<file path="src/rtl/if_id_fetch_stage_pkg.sv">
// if_id_fetch_stage_pkg: shared fetch-stage constants, FSM states and next-PC select encoding.
package if_id_fetch_stage_pkg;
  localparam logic [31:0] NOP_INSTR = 32'h0;
  localparam logic [31:0] RESET_PC_DEFAULT = 32'h0000_0000;
  typedef enum logic {BOOT, RUN} fetch_state_t;
  typedef enum logic [2:0] {SEQ, BR, J, JR, HOLD} npc_sel_t;
endpackage

</file>
<file path="src/rtl/if_id_fetch_stage_if.sv">
// if_id_fetch_stage_if: redirect/hazard controls, instruction-memory bus and IF/ID outputs.
interface if_id_fetch_stage_if #(parameter int XLEN = 32, parameter int CNT_W = 16);
  logic stall, IF_flush, jump, bne_taken, jr;
  logic [XLEN-1:0] jump_target, branch_target, jr_target;
  logic [31:0] imem_rdata, IF_ID_instr;
  logic [XLEN-1:0] imem_addr, IF_ID_pc4;
  logic imem_req, IF_ID_valid;
  logic [CNT_W-1:0] flush_count;
  modport master (
    input  stall, IF_flush, jump, jump_target, bne_taken, branch_target, jr, jr_target, imem_rdata,
    output imem_addr, imem_req, IF_ID_instr, IF_ID_pc4, IF_ID_valid, flush_count
  );
  modport slave (
    output stall, IF_flush, jump, jump_target, bne_taken, branch_target, jr, jr_target, imem_rdata,
    input  imem_addr, imem_req, IF_ID_instr, IF_ID_pc4, IF_ID_valid, flush_count
  );
endinterface

</file>
<file path="src/rtl/if_id_fetch_stage_next_pc_sel.sv">
// if_id_fetch_stage_next_pc_sel: priority next-PC mux and effective-flush decode.
module if_id_fetch_stage_next_pc_sel
  import if_id_fetch_stage_pkg::*;
#(
  parameter int XLEN = 32
) (
  input  logic [XLEN-1:0] pc,
  input  logic            stall,
  input  logic            IF_flush,
  input  logic            jump,
  input  logic [XLEN-1:0] jump_target,
  input  logic            bne_taken,
  input  logic [XLEN-1:0] branch_target,
  input  logic            jr,
  input  logic [XLEN-1:0] jr_target,
  output logic [XLEN-1:0] next_pc,
  output logic [XLEN-1:0] pc4,
  output logic            flush_eff
);
  npc_sel_t sel;
  always_comb begin
    pc4 = pc + XLEN'(4);
    sel = jr ? JR : jump ? J : bne_taken ? BR : stall ? HOLD : SEQ;
    case (sel)
      JR:      next_pc = jr_target;
      J:       next_pc = jump_target;
      BR:      next_pc = branch_target;
      HOLD:    next_pc = pc;
      default: next_pc = pc4;
    endcase
    flush_eff = IF_flush | jump | bne_taken | jr;
  end
endmodule

</file>
<file path="src/rtl/if_id_fetch_stage.sv">
// if_id_fetch_stage: PC register, BOOT/RUN fetch FSM, IF/ID register and saturating flush counter.
module if_id_fetch_stage
  import if_id_fetch_stage_pkg::*;
#(
  parameter int              XLEN     = 32,
  parameter logic [XLEN-1:0] RESET_PC = XLEN'(RESET_PC_DEFAULT),
  parameter int              CNT_W    = 16
) (
  input logic             clk,
  input logic             reset,
  if_id_fetch_stage_if.master bus
);
  fetch_state_t state, state_nxt;
  logic [XLEN-1:0] pc, next_pc, pc4;
  logic flush_eff, run;

  if_id_fetch_stage_next_pc_sel #(.XLEN(XLEN)) u_sel (
    .pc(pc),
    .stall(bus.stall),
    .IF_flush(bus.IF_flush),
    .jump(bus.jump),
    .jump_target(bus.jump_target),
    .bne_taken(bus.bne_taken),
    .branch_target(bus.branch_target),
    .jr(bus.jr),
    .jr_target(bus.jr_target),
    .next_pc(next_pc),
    .pc4(pc4),
    .flush_eff(flush_eff)
  );

  always_comb begin
    state_nxt = (state == BOOT) ? RUN : state;
    run = (state == RUN);
  end

  assign bus.imem_addr = pc;
  assign bus.imem_req  = run;

  always_ff @(posedge clk) begin
    if (reset) begin
      state           <= BOOT;
      pc              <= RESET_PC;
      bus.IF_ID_instr <= NOP_INSTR;
      bus.IF_ID_pc4   <= '0;
      bus.IF_ID_valid <= 1'b0;
      bus.flush_count <= '0;
    end else begin
      state <= state_nxt;
      if (run) begin
        pc <= next_pc;
        if (flush_eff) begin
          bus.IF_ID_instr <= NOP_INSTR;
          bus.IF_ID_pc4   <= '0;
          bus.IF_ID_valid <= 1'b0;
        end else if (!bus.stall) begin
          bus.IF_ID_instr <= bus.imem_rdata;
          bus.IF_ID_pc4   <= pc4;
          bus.IF_ID_valid <= 1'b1;
        end
        // Counter saturates at all-ones so long flush storms never wrap to small values.
        if (flush_eff && bus.flush_count != '1) bus.flush_count <= bus.flush_count + CNT_W'(1);
      end
    end
  end
endmodule

</file>
<file path="src/flat_wrapper.sv">
// flat-port wrapper written by rule: the top's interface ports become plain ports
module if_id_fetch_stage_flat import if_id_fetch_stage_pkg::*;
#(
  parameter int              XLEN     = 32,
  parameter logic [XLEN-1:0] RESET_PC = XLEN'(RESET_PC_DEFAULT),
  parameter int              CNT_W    = 16
)
  (clk, reset, bus_stall, bus_IF_flush, bus_jump, bus_jump_target, bus_bne_taken, bus_branch_target, bus_jr, bus_jr_target, bus_imem_rdata, bus_imem_addr, bus_imem_req, bus_IF_ID_instr, bus_IF_ID_pc4, bus_IF_ID_valid, bus_flush_count);
  if_id_fetch_stage_if #(.XLEN(XLEN), .CNT_W(CNT_W)) bus_i ();
  input logic clk;
  input logic reset;
  input wire logic [$bits(bus_i.stall)-1:0] bus_stall;
  input wire logic [$bits(bus_i.IF_flush)-1:0] bus_IF_flush;
  input wire logic [$bits(bus_i.jump)-1:0] bus_jump;
  input wire logic [$bits(bus_i.jump_target)-1:0] bus_jump_target;
  input wire logic [$bits(bus_i.bne_taken)-1:0] bus_bne_taken;
  input wire logic [$bits(bus_i.branch_target)-1:0] bus_branch_target;
  input wire logic [$bits(bus_i.jr)-1:0] bus_jr;
  input wire logic [$bits(bus_i.jr_target)-1:0] bus_jr_target;
  input wire logic [$bits(bus_i.imem_rdata)-1:0] bus_imem_rdata;
  output wire logic [$bits(bus_i.imem_addr)-1:0] bus_imem_addr;
  output wire logic [$bits(bus_i.imem_req)-1:0] bus_imem_req;
  output wire logic [$bits(bus_i.IF_ID_instr)-1:0] bus_IF_ID_instr;
  output wire logic [$bits(bus_i.IF_ID_pc4)-1:0] bus_IF_ID_pc4;
  output wire logic [$bits(bus_i.IF_ID_valid)-1:0] bus_IF_ID_valid;
  output wire logic [$bits(bus_i.flush_count)-1:0] bus_flush_count;
  assign bus_i.stall = bus_stall;
  assign bus_i.IF_flush = bus_IF_flush;
  assign bus_i.jump = bus_jump;
  assign bus_i.jump_target = bus_jump_target;
  assign bus_i.bne_taken = bus_bne_taken;
  assign bus_i.branch_target = bus_branch_target;
  assign bus_i.jr = bus_jr;
  assign bus_i.jr_target = bus_jr_target;
  assign bus_i.imem_rdata = bus_imem_rdata;
  assign bus_imem_addr = bus_i.imem_addr;
  assign bus_imem_req = bus_i.imem_req;
  assign bus_IF_ID_instr = bus_i.IF_ID_instr;
  assign bus_IF_ID_pc4 = bus_i.IF_ID_pc4;
  assign bus_IF_ID_valid = bus_i.IF_ID_valid;
  assign bus_flush_count = bus_i.flush_count;
  if_id_fetch_stage #(.XLEN(XLEN), .RESET_PC(RESET_PC), .CNT_W(CNT_W)) u_core (.clk(clk), .reset(reset), .bus(bus_i));
endmodule
</file>
<file path="config.mk">
export PLATFORM = sky130hd
export DESIGN_NAME = if_id_fetch_stage_flat
export DESIGN_NICKNAME = d
export VERILOG_FILES = /design/src/rtl/if_id_fetch_stage_pkg.sv /design/src/rtl/if_id_fetch_stage_if.sv /design/src/rtl/if_id_fetch_stage_next_pc_sel.sv /design/src/rtl/if_id_fetch_stage.sv /design/src/flat_wrapper.sv
export SDC_FILE = /design/constraint.sdc
export NUM_CORES = 1
export LEC_CHECK = 0
export ABC_AREA = 1
export BUFFER_PORTS_ARGS = -buffer_cell sky130_fd_sc_hd__buf_4
export CORE_UTILIZATION = 44
export CTS_CLUSTER_DIAMETER = 50
export DETAILED_ROUTE_END_ITERATION = 6
export MAX_ROUTING_LAYER = met4
export PLACE_DENSITY = 0.82
export SLEW_MARGIN = 40
export SYNTH_ARGS = -nofsm -noshare
export SYNTH_HDL_FRONTEND = slang
export SYNTH_SLANG_ARGS = --single-unit
</file>
<file path="constraint.sdc">
create_clock -name clk -period 1.5 [get_ports clk]
set_input_delay 0.15 -clock clk [delete_from_list [all_inputs] [get_ports clk]]
set_output_delay 0.15 -clock clk [all_outputs]
set_load 0.005 [all_outputs]
</file>
==> impl_metrics.csv <==
group,metric,value,unit
run_status,outcome,"finished with violations",
run_status,failed_checks,"hold timing, setup timing",
min_path,whs_path_depth,3,
final_layout,fin_area,10100,sq um
drt,avgViaCountPerCell,5.56,
global_route,antenna_found_initial,0,
worst_setup_path,crit_fanout,4,
synthesis,synth_warnings,0,
drt,highest_layer,"met4",
floorplan,ios,249,
min_path,whs_endpoint,"u_core.bus.imem_addr[1]$_SDFFE_PP0P_",
synthesis,synthDistinctLibCells,31,
drt,vias,8135,
sta,max_freq,0.595,GHz
sta,fin_skew,9.68,ps
global_route,grt_usage,0.326,
worst_setup_path,cp-end-kind,"flip-flop",
min_path,hold_path_class,"input port to flip-flop",
final_layout,n_antenna_cell,0,
power,p_per_area,898,nW/um^2
drt,drtAntennaViolNets,0,
synthesis,synthArstFlopShare,0,
min_path,min_from,"bus_jump_target[1]",
sta,tns,-4880,ps
placed_design,place_congestion,1.01,
floorplan,rows,42,
synthesis,postSynthCellCount,929,
floorplan,coreArea,13200,sq um
synthesis,synthFlopType,"dfxtp_1",
flow_run,cap_violations,0,
clocking,cts_tree,"built",
floorplan,die_width,118,um
drt,met3_wirelength,3160,um
worst_setup_path,startpoint_type,"flip-flop",
synthesis,synthTopCellsByArea,"dfxtp_1, nand2_1, a21oi_1",
synthesis,synth_common_cells,"nand2_1, dfxtp_1, a21oi_1",
sta,grt_setup_unrepaired,"true",
clocking,clk_path_buf_depth,2,
sta,maxSlewHeadroom,0.682,
sta,setup_violations,67,
drt,wl_met2,12000,um
final_layout,fin_util,0.759,
synthesis,synth_edf_count,0,
clocking,cts-root-buf,"clkbuf_16",
drt,dr.pass1.iters,7,
placed_design,placed_area,8560,sq um
global_route,grt-ovfl-total,0,
worst_setup_path,r2r_slack,-180,ps
sta,fin_crit,1680,ps
floorplan,die-area,14000,sq um
synthesis,ys_ff_latch,114,
power,finalPower,9.03,mW
clocking,cts.sinks,114,
worst_setup_path,critPathKind,"flip-flop to flip-flop",
synthesis,yosys.area.top_type,"dfxtp_1",
synthesis,synth_seq_area_share,0.382,
floorplan,start_util,0.451,
synthesis,syn_avg_cell_area,6.42,sq um
drt,remaining_drc_errors,0,
clocking,clock_latency,430,ps
clocking,clkTransAtPathRegs,60,ps
synthesis,syn_nets,1066,
placed_design,dp_cells,1390,
synthesis,synth_area,5970,sq um
sta,worst_slack,-179,ps
power,leakagePower,4.62,nW
power,vdd_ir_drop_max,0.000825,V
drt,initialDrtViolationCount,1087,
drt,wl_met1,9590,um
sta,finalCritPeriodShare,1.12,
synthesis,netlist.area_leader.share,0.382,
sta,finalHoldViolCount,3,
placed_design,dp_hpwl,15100,um
global_route,grt_max_degree,76,
worst_setup_path,rr_worst_depth,9,
sta,finalMaxSlewViolations,0,
final_layout,area_growth,68.5,%
synthesis,yosysMostFrequentCell,"nand2_1",
sta,worst_pin_slew,473,ps
worst_setup_path,required,1850,ps
placed_design,io_buffers,248,
clocking,htreeDepth,4,
worst_setup_path,arrival,2030,ps
final_layout,fin_cells,1463,
drt,drt-total-wl,26500,um
sta,hold_ws,-2.99,ps
clocking,cts_inserted_buffers,17,
final_layout,drive_gt1_frac,0.390,
worst_setup_path,rr_endpoint,"u_core.bus.IF_ID_pc4[31]$_SDFFE_PP0P_",
global_route,first_global_vias,7143,
placed_design,place_ws,-111,ps
global_route,grt_pass1_wl,35300,um
drt,wire_per_inst,18.1,um
final_layout,nets,1411,
worst_setup_path,r2r-start,"u_core.bus.imem_addr[3]$_SDFFE_PP0P_",
floorplan,die_h,118,um
## kinds of logic (layout without fill, tap and decap cells)
family | Yosys count | in the layout | share of synthesized area
and+or+nand+nor | 487 | 488 | 0.336
AOI/OAI and AO/OA | 183 | 183 | 0.160
xor gates and xnor gates | 19 | 19 | 0.0279
buffers and inverters | 124 | 481 | 0.0889
DFF | 114 | 114 | 0.382
adders and majority gates | 2 | 2 | 0.00419
## state kept, by name (all words and copies together), names as in the netlist
signal	cells
u_core.bus.IF_ID_valid	1
u_core.bus.imem_addr	32
u_core.bus.flush_count	16
u_core.bus.IF_ID_instr	32
u_core.bus.imem_req	1
u_core.bus.IF_ID_pc4	32
## cell usage in the layout, fill, tap and decap left out, types with 3 or more instances in the layout
cell and instances:
clkinvlp_4 3, nand2_2 25, xor2_1 9, clkbuf_16 19, dfxtp_1 93, inv_6 3, o21ai_1 3, xnor2_2 3
xnor2_1 5, clkinv_4 3, nor2_2 17, nor2_4 11, nand3b_1 4, nand2_4 6, dlygate4sd3_1 24, nand4_1 4
nand2_1 302, nand3_2 17, inv_8 3, or2_2 3, nor2_1 34, buf_12 8, nor3_1 3, buf_4 326
dfxtp_4 8, a21oi_1 108, nand3_4 3, dfxtp_2 13, nand3_1 54, inv_2 4, o21ai_0 54, inv_1 72
a22o_1 7, a31oi_1 5, buf_6 11
## power breakdown
group / switching, mW / internal [mW] / total, mW
Sequential: 0.136 / 3.13 / 3.27
Clock: 1.66 / 2.49 / 4.15
Combinational: 0.807 / 0.805 / 1.61
## final cells by class
cell class / count / area [sq um]
Multi-Input combinational cell: 692 / 3590
Fill cell: 881 / 3190
Tap cell: 176 / 220
Clock buffer: 17 / 425
Inverter: 78 / 298
Sequential cell: 114 / 2330
Clock inverter: 15 / 174
Timing Repair Buffer: 371 / 3020
## timing repair
item / 4_1_cts / 5_1_grt
hold buffers: 24 / 0
pin swaps: 22 / 41
gates resized for setup: 33 / 111
setup buffers: 7 / 7
gates cloned: 1 / 3
hold endpoints to repair: 24 / 0
endpoints found under the setup margin: 41 / 77
## worst max-delay path, cell delays in order, from the launching register on
cell	delay, ps
dfxtp_4	420
nand2_4	60
nor2_4	160
nand2_1	110
nor2_2	170
buf_6	140
nand3_2	90
nand2_1	130
nand2_1	120
a21oi_1	190
## worst max path at each step
| stage | cells after the start | end | slack (ps) | start |
|---|---|---|---|---|
| after floorplan | 11 | u_core.bus.flush_count[1]$_SDFFE_PP0P_ | -10 | u_core.bus.flush_count[1]$_SDFFE_PP0P_ |
| after global placement | 10 | u_core.bus.imem_addr[26]$_SDFFE_PP0P_ | -40 | u_core.bus.imem_addr[3]$_SDFFE_PP0P_ |
| after detailed placement | 10 | u_core.bus.imem_addr[22]$_SDFFE_PP0P_ | -110 | u_core.bus.imem_addr[3]$_SDFFE_PP0P_ |
| after CTS | 11 | u_core.bus.flush_count[9]$_SDFFE_PP0P_ | -50 | u_core.bus.flush_count[0]$_SDFFE_PP0P_ |
| after global routing | 9 | u_core.bus.IF_ID_pc4[31]$_SDFFE_PP0P_ | -480 | u_core.bus.imem_addr[17]$_SDFFE_PP0P_ |
| final | 9 | u_core.bus.IF_ID_pc4[31]$_SDFFE_PP0P_ | -180 | u_core.bus.imem_addr[3]$_SDFFE_PP0P_ |
## metal layers
| layer | vias to the layer above | GRT usage |
|---|---|---|
| li1 | 3680 | - |
| met1 | 3607 | 0.403 |
| met2 | 647 | 0.504 |
| met3 | 201 | 0.0763 |
| met4 | 0 | 0.149 |
| met5 | - | - |
Note: power is estimated with default switching activity, not from simulation.
